$ cat src/rtl/mem_arbiter.sv
// mem_arbiter: shares one memory port between Icache and Dcache, tracks load tags and routes returns.
// Define MEM_ARB_ANTI_STARVE_EN to let a starved Icache win after STARVE_LIMIT denied cycles.
module mem_arbiter #(
    parameter int STARVE_LIMIT = 4
) (
    input  logic        clock,
    input  logic        reset,
    input  logic [1:0]  proc2Imem_command,
    input  logic [63:0] proc2Imem_addr,
    input  logic [1:0]  proc2Dmem_command,
    input  logic [63:0] proc2Dmem_addr,
    input  logic [63:0] proc2Dmem_data,
    input  logic [3:0]  mem2proc_response,
    input  logic [3:0]  mem2proc_tag,
    output logic [1:0]  proc2mem_command,
    output logic [63:0] proc2mem_addr,
    output logic [63:0] proc2mem_data,
    output logic [3:0]  Imem2proc_response,
    output logic [3:0]  Dmem2proc_response,
    output logic [3:0]  Imem2proc_tag,
    output logic [3:0]  Dmem2proc_tag,
    output logic [4:0]  outstanding_cnt,
    output logic        spurious_tag
);
    localparam logic [1:0] CMD_LOAD = 2'd1;

    logic [15:0] valid_q, valid_d, owner_q, owner_d;
    logic [4:0]  cnt_q, cnt_d;
    logic        spur_q, spur_d;
    logic        i_act, d_act, i_prio, grant_i, grant_d, hit, alloc;

    assign i_act   = proc2Imem_command != 2'd0;
    assign d_act   = proc2Dmem_command != 2'd0;
    assign grant_d = d_act && !(i_act && i_prio);
    assign grant_i = i_act && !grant_d;

`ifdef MEM_ARB_ANTI_STARVE_EN
    localparam int SW = $clog2(STARVE_LIMIT + 1);
    logic [SW-1:0] starve_q, starve_d;
    assign i_prio = starve_q == SW'(STARVE_LIMIT);
    always_comb starve_d = (i_act && !grant_i) ? (i_prio ? starve_q : starve_q + 1'b1) : '0;
    always_ff @(posedge clock or negedge reset)
        if (!reset) starve_q <= '0;
        else        starve_q <= starve_d;
`else
    assign i_prio = 1'b0;
`endif

    always_comb begin
        proc2mem_command   = grant_d ? proc2Dmem_command : grant_i ? proc2Imem_command : 2'd0;
        proc2mem_addr      = grant_d ? proc2Dmem_addr : grant_i ? proc2Imem_addr : 64'd0;
        proc2mem_data      = grant_d ? proc2Dmem_data : 64'd0;
        Imem2proc_response = grant_i ? mem2proc_response : 4'd0;
        Dmem2proc_response = grant_d ? mem2proc_response : 4'd0;
    end

    assign hit           = (mem2proc_tag != 4'd0) && valid_q[mem2proc_tag];
    assign alloc         = (proc2mem_command == CMD_LOAD) && (mem2proc_response != 4'd0);
    assign Imem2proc_tag = (hit && !owner_q[mem2proc_tag]) ? mem2proc_tag : 4'd0;
    assign Dmem2proc_tag = (hit && owner_q[mem2proc_tag]) ? mem2proc_tag : 4'd0;

    // Return is retired before allocation so a same-cycle reuse of the tag is not a conflict.
    always_comb begin
        valid_d = valid_q;
        owner_d = owner_q;
        spur_d  = (mem2proc_tag != 4'd0) && !hit;
        if (hit) valid_d[mem2proc_tag] = 1'b0;
        if (alloc) begin
            spur_d = spur_d | valid_d[mem2proc_response];
            valid_d[mem2proc_response] = 1'b1;
            owner_d[mem2proc_response] = grant_d;
        end
        cnt_d = '0;
        for (int k = 0; k < 16; k++) cnt_d = cnt_d + 5'(valid_d[k]);
    end

    always_ff @(posedge clock or negedge reset)
        if (!reset) begin
            valid_q <= '0;
            owner_q <= '0;
            cnt_q   <= '0;
            spur_q  <= 1'b0;
        end else begin
            valid_q <= valid_d;
            owner_q <= owner_d;
            cnt_q   <= cnt_d;
            spur_q  <= spur_d;
        end

    assign outstanding_cnt = cnt_q;
    assign spurious_tag    = spur_q;
endmodule

$ cat config.mk
export PLATFORM = sky130hd
export DESIGN_NAME = mem_arbiter
export DESIGN_NICKNAME = d
export VERILOG_FILES = /design/src/rtl/mem_arbiter.sv
export SDC_FILE = /design/constraint.sdc
export NUM_CORES = 1
export LEC_CHECK = 0
export CORE_AREA = 4 4 135 137
export CTS_CLUSTER_DIAMETER = 100
export CTS_CLUSTER_SIZE = 20
export DETAILED_ROUTE_END_ITERATION = 8
export DIE_AREA = 0 0 139 141
export SLEW_MARGIN = 10
export SYNTH_ARGS = -nofsm -noshare
export SYNTH_HDL_FRONTEND = slang
export SYNTH_SLANG_ARGS = --single-unit
$ cat constraint.sdc
create_clock -name clock -period 4.88 [get_ports clock]
set_input_delay 0.488 -clock clock [delete_from_list [all_inputs] [get_ports clock]]
set_output_delay 0.488 -clock clock [all_outputs]
set_load 0.05 [all_outputs]
[After elaboration in Yosys (flattened, before gate mapping)]
Index checks and enable logic that the tools add are counted.
Storage, ports and cells
  bits in registers: 38
  RAM bits: 0
  memory bits (read-only): 0
  logic and storage cells: 66
  bits in latches: 0
  output and inout bits: 152
  memories kept: 0
Operators by class
  add/sub/neg operators: 15
  equality and inequality tests: 1
  mux-type cells: 23
  bitwise gates (word level): 4
  multiply operators: 0
  magnitude comparators: 4
  reductions and logical operators: 15
  shift-type cells: 0
  div/mod/pow operators: 0
Operators by type and width (count)
  $mux W64: 3
  $add A5 B1 Y5: 11
  $mux W16: 2
  $and A16 B16 Y16: 1
  $bwmux W16: 1
  $mux W4: 4
  $not A16 Y16: 1
  $or A16 B16 Y16: 1
  $bmux W1 S4: 3
  $lt A4 B5 Y1 const B: 2
  $demux W1 S4: 2
  $ge A4 B1 Y1 const B: 2
  $logic_and A1 B1 Y1: 8
  $reduce_bool A4 Y1: 2
  $mux W1: 6
  $add A4 B1 Y5: 1
  $add A3 B1 Y4: 1
  $mux W2: 2
  $reduce_bool A2 Y1: 2
  $add A2 B1 Y3: 1
  $logic_not A1 Y1: 3
  $add A1 B1 Y2: 1
  $eq A2 B1 Y1 const B: 1
  $or A1 B1 Y1: 1

[Logic depth before layout (Yosys ltp)]
  depth after elaboration: 24
  mapped depth: 17
  mapped depth without buffers: 16

[Worst setup path before layout]
Ideal clock, no wire load.
  path kind: input to register
  from: input port mem2proc_tag[0]
  to: register cnt_q[4] (netlist: outstanding_cnt[4])
  stages: 14
  library setup time: 119 ps
  arrival: 4261 ps
  setup slack: 500 ps
  data required time: 4761 ps
  path through: buf_6 > buf_2 > or4b_1 > nand2_1 > and2_1 > fa_1 > fa_1 > fa_1 > fa_1 > inv_1 > ha_1 > fa_1 > a21oi_1 > nor2b_1
On the way
  word-level cells in the longest chain between the ends: 24
  elaborated cells between the ends (all ways): 29
  classes of those cells: add/sub: 15; order compare: 2; mux: 6; bitwise: 3; reduce/logical: 3
Ends and longest elaborated chain
  start: declaration: line 14  | input logic [3:0] mem2proc_tag,
  $lt A4 B5 Y1 (implied by the code) or $ge A4 B1 Y1 (tied branches): line 67  | if (hit) valid_d[mem2proc_tag] = 1'b0;
  $logic_and A1 B1 Y1 (implied by the code): line 67
  $mux W1 (implied by the code): line 67
  $demux W1 S4: line 67
  $not A16 Y16 (no line)
  $and A16 B16 Y16 (no line)
  $mux W16 *: line 67
  $or A16 B16 Y16 (no line)
  $mux W16 *: line 68  | if (alloc) begin
  $add A1 B1 Y2: line 74  | for (int k = 0; k < 16; k++) cnt_d = cnt_d + 5'(valid_d[k]);
  $add A2 B1 Y3: line 74
  $add A3 B1 Y4: line 74
  $add A4 B1 Y5: line 74
  $add A5 B1 Y5 (10 in a row): line 74
  $add A5 B1 Y5 *: line 74
  via cnt_d[4]: line 28  | logic [4:0] cnt_q, cnt_d;
  end signal: assignment: line 86  | cnt_q <= cnt_d;
  end: declaration: line 28
The timed path passes the listed nets; every way through them passes the cells marked *. The select of a mux whose other input is x is not followed.
A chain may end at the register's enable or synchronous reset.

[Worst setup path after layout]
  from: input port proc2Imem_command[0]
  to: register cnt_q[4] (netlist: outstanding_cnt[4])
On the way
  word-level cells in the longest chain between the ends: 22
Ends and longest elaborated chain
  start: declaration: line 8  | input logic [1:0] proc2Imem_command,
  $reduce_bool A2 Y1: line 32  | assign i_act = proc2Imem_command != 2'd0;
  $logic_and A1 B1 Y1: line 35  | assign grant_i = i_act && !grant_d;
  $mux W2 * (2 in a row): line 50  | proc2mem_command = grant_d ? proc2Dmem_command : grant_i ? proc2Imem_command : 2'd0;
  $eq A2 B1 Y1 *: line 58  | assign alloc = (proc2mem_command == CMD_LOAD) && (mem2proc_response != 4'd0);
  $logic_and A1 B1 Y1 *: line 58
  $mux W16 *: line 68
  $add A1 B1 Y2: line 74
  $add A2 B1 Y3: line 74
  $add A3 B1 Y4: line 74
  $add A4 B1 Y5: line 74
  $add A5 B1 Y5 (10 in a row): line 74
  $add A5 B1 Y5 *: line 74
  via cnt_d[4]: line 28
The timed path passes the listed nets; every way through them passes the cells marked *.

==> impl_metrics.py <==
metrics = {
    "worst_setup_path": {
        "slowest_stage": "fa_1",
        "cp-endpoint": "outstanding_cnt[4]",
        "crit_cells": 15,
        "startpoint": "proc2Imem_command[0]",
        "crit_required_ns": 5.06,
        "crit_arrival_ns": 4.86,
        "path_cells": "clkdlybuf4s50_1 -> nor2b_2 -> o21a_2 -> and3_1 -> nand2_1 -> and2_1 -> fa_1 -> fa_1 -> fa_1 -> fa_1 -> inv_1 -> ha_1 -> fa_1 -> a21oi_1 -> nor2b_1",
        "critPathBufInv": 2,
        "r2r-end": "outstanding_cnt[4]",
        "critPathMostFrequentCell": "fa_1",
        "worst-path-max-fanout": 5,
        "worstSetupPathType": "input pin to register",
        "critPathLaunchType": "input pin",
        "critPathTopFamily": "adder cells",
        "crit_path_end_kind": "register",
        "r2r_slack_ns": 1.06,
        "r2r_start": "valid_q[11]",
        "reg2regPathDepth": 12,
        "cpPeakStageDelay_ns": 0.54,
    },
    "final_layout": {
        "final_area_um2": 7840,
        "layout_commonest_cell": "clkdlybuf4s50_1",
        "nets": 999,
        "syn_to_final_growth_pct": 120,
        "layout-drive-gt1-share_pct": 10.8,
        "instances_no_fill": 1003,
        "final_cell_mix": "357 x clkdlybuf4s50_1, 72 x nor2b_1, 66 x a22o_1",
        "nFillCells": 1665,
        "diodes": 0,
    },
    "clocking": {
        "tritoncts.num_buffers": 5,
        "cts_root_buf": "clkbuf_16",
        "cts_buffer_depth": 2,
        "cts_hold_buf": 0,
        "cts_setup_buffers": 0,
        "clk_latency_ns": 0.29,
        "cts.clk_slew.worst_paths_ns": 0.06,
        "htreeDepth": 2,
        "cts.sinks": 38,
        "cts_tree": "built",
        "cts_resized": 0,
    },
    "global_route": {
        "grt_pass1_wl_um": 37100,
        "antenna_found_initial": 0,
        "grt_overflow": 0,
        "grt_max_degree": 78,
        "grt_pass1_vias": 5161,
        "grt_usage_pct": 26.5,
    },
    "routing": {
        "wl_met3_um": 977,
        "remaining_drc_errors": 0,
        "met1Wirelength_um": 7840,
        "top_layer": "met4",
        "vias_per_cell": 4.76,
        "drt_iter0_drc": 223,
        "wl_met2_um": 17200,
        "dr_total_vias": 4779,
        "drtAntennaViolNets": 0,
        "drtPass1Iterations": 4,
        "wl_per_cell_um": 27.3,
        "wirelength_um": 27400,
    },
    "synth": {
        "syn_nets": 619,
        "synth_area_per_cell_um2": 8.93,
        "synth_edf_count": 0,
        "yosysWarnings": 0,
        "yosysUniqueCellTypes": 49,
        "ys_ff_latch": 38,
        "ys.flop_type": "dfrtp_1",
        "netlist_area_um2": 3560,
        "synthCells": 398,
        "async_reset_ff_share_pct": 100,
        "yosysSeqAreaShare_pct": 26.7,
    },
    "die": {
        "design.die.area_um2": 19600,
        "start_util_pct": 20.8,
        "num_io_pins": 358,
        "rows": 48,
        "die_w_um": 139,
        "core_um2": 17100,
        "die_y_um": 141,
    },
    "pwr": {
        "powerDensity_nw_per_um2": 282,
        "p_leak_uw": 0.00323,
        "power_uw": 2210,
        "irDropWorstVdd_uv": 132,
    },
    "worst_hold_path": {
        "min_path_type": "register to register",
        "hold_depth": 0,
    },
    "place": {
        "place_hpwl_um": 24400,
        "post-place-cells": 996,
        "gp_congestion": 0.912,
        "placed_area_um2": 7670,
        "io_buffer_count": 357,
    },
    "timing": {
        "rsz0062_at_grt": "no",
        "worstMarginPinSlew_ns": 0.831,
        "timing.fmax_mhz": 214,
        "period_minus_slack_ns": 4.68,
        "hold_ws_ns": 0.374,
        "setup_viol": 0,
        "finalClockSkew_ns": 0.00628,
        "final-hold-violation-count": 0,
        "fin_crit_sh_pct": 95.9,
        "maxSlewViolCount": 0,
        "maxSlewHeadroom_pct": 44.6,
    },
    "flow_run": {
        "drv_cap": 0,
    },
    "outcome": {
        "status": "completed",
    },
}
==> cells by family (layout without fill, tap and decap cells) <==
family,Yosys count,after routing,share of synthesized area (%)
buffers and inverters,52,432,5.84
DFF,38,38,26.7
adders and majority gates,15,15,7.39
xor gates and xnor gates,2,2,0.493
muxes,22,22,9.96
and+or+nand+nor,157,157,24.7
AOI/OAI and AO/OA,112,112,24.8
==> stage by stage <==
step                setup slack [ns]  utilization, %  TNS, ns
floorplan                      0.500               -        0
global route                  0.0570            46.0        0
finish                         0.202            46.0        0
CTS                           0.0653            45.9        0
global placement              -0.179            45.0   -0.293
detailed placement            -0.215            45.0   -0.493
==> routing by layer <==
| layer | vias up | global-route usage (%) |
|---|---|---|
| li1 | 2187 | - |
| met1 | 2336 | 22.3 |
| met2 | 220 | 60.0 |
| met3 | 36 | 2.54 |
| met4 | 0 | 11.4 |
| met5 | - | 0 |
==> how the worst min path moves through the flow <==
stage	start	endpoint	slack, ns
after floorplan	reset	outstanding_cnt[0]	0.19
after global placement	owner_q[0]	owner_q[0]	0.37
after detailed placement	owner_q[0]	owner_q[0]	0.37
after CTS	owner_q[0]	owner_q[0]	0.38
after global routing	owner_q[0]	owner_q[0]	0.38
final	owner_q[0]	owner_q[0]	0.37
==> cells in the mapped netlist (2+ instances only) <==
master,n,share of area [%]
a21o_1,5,1.1
a21oi_1,6,0.84
a22o_1,66,16
and2_1,15,2.6
and3_1,3,0.53
buf_1,4,0.42
clkbuf_1,28,3.0
dfrtp_1,38,27
fa_1,10,5.6
ha_1,5,1.8
inv_1,17,1.8
mux2_2,12,3.8
mux2i_1,2,0.56
mux4_1,5,3.7
mux4_2,3,1.9
nand2_1,25,2.6
nand2b_1,5,0.88
nand3_1,5,0.70
nand4_1,4,0.70
nor2_1,17,1.8
nor2b_1,73,13
nor3_1,3,0.42
o211ai_1,4,0.84
o21ai_0,16,2.3
o21ai_1,2,0.28
or2_2,2,0.35
==> power by group <==
| part | total, µW | switching [µW] | internal [µW] |
|---|---|---|---|
| Combinational | 1400 | 806 | 592 |
| Clock | 380 | 128 | 252 |
| Sequential | 430 | 39.4 | 391 |
| Total | 2210 | 974 | 1230 |
==> final cells by class <==
type / count / area (µm²) / area share (%)
clock buffer: 6 / 139 / 1.77
clock inverter: 1 / 30.0 / 0.383
inverter: 17 / 63.8 / 0.814
multi-input combinational: 308 / 2420 / 30.8
sequential: 38 / 951 / 12.1
tap: 225 / 282 / 3.59
timing repair buffer: 408 / 3960 / 50.5
==> state kept, by name, indices dropped and copies added, names as in the netlist <==
name / flops
owner_q: 16
outstanding_cnt: 5
valid_q: 16
spurious_tag: 1
No activity file was read; power rests on OpenSTA's default activity.
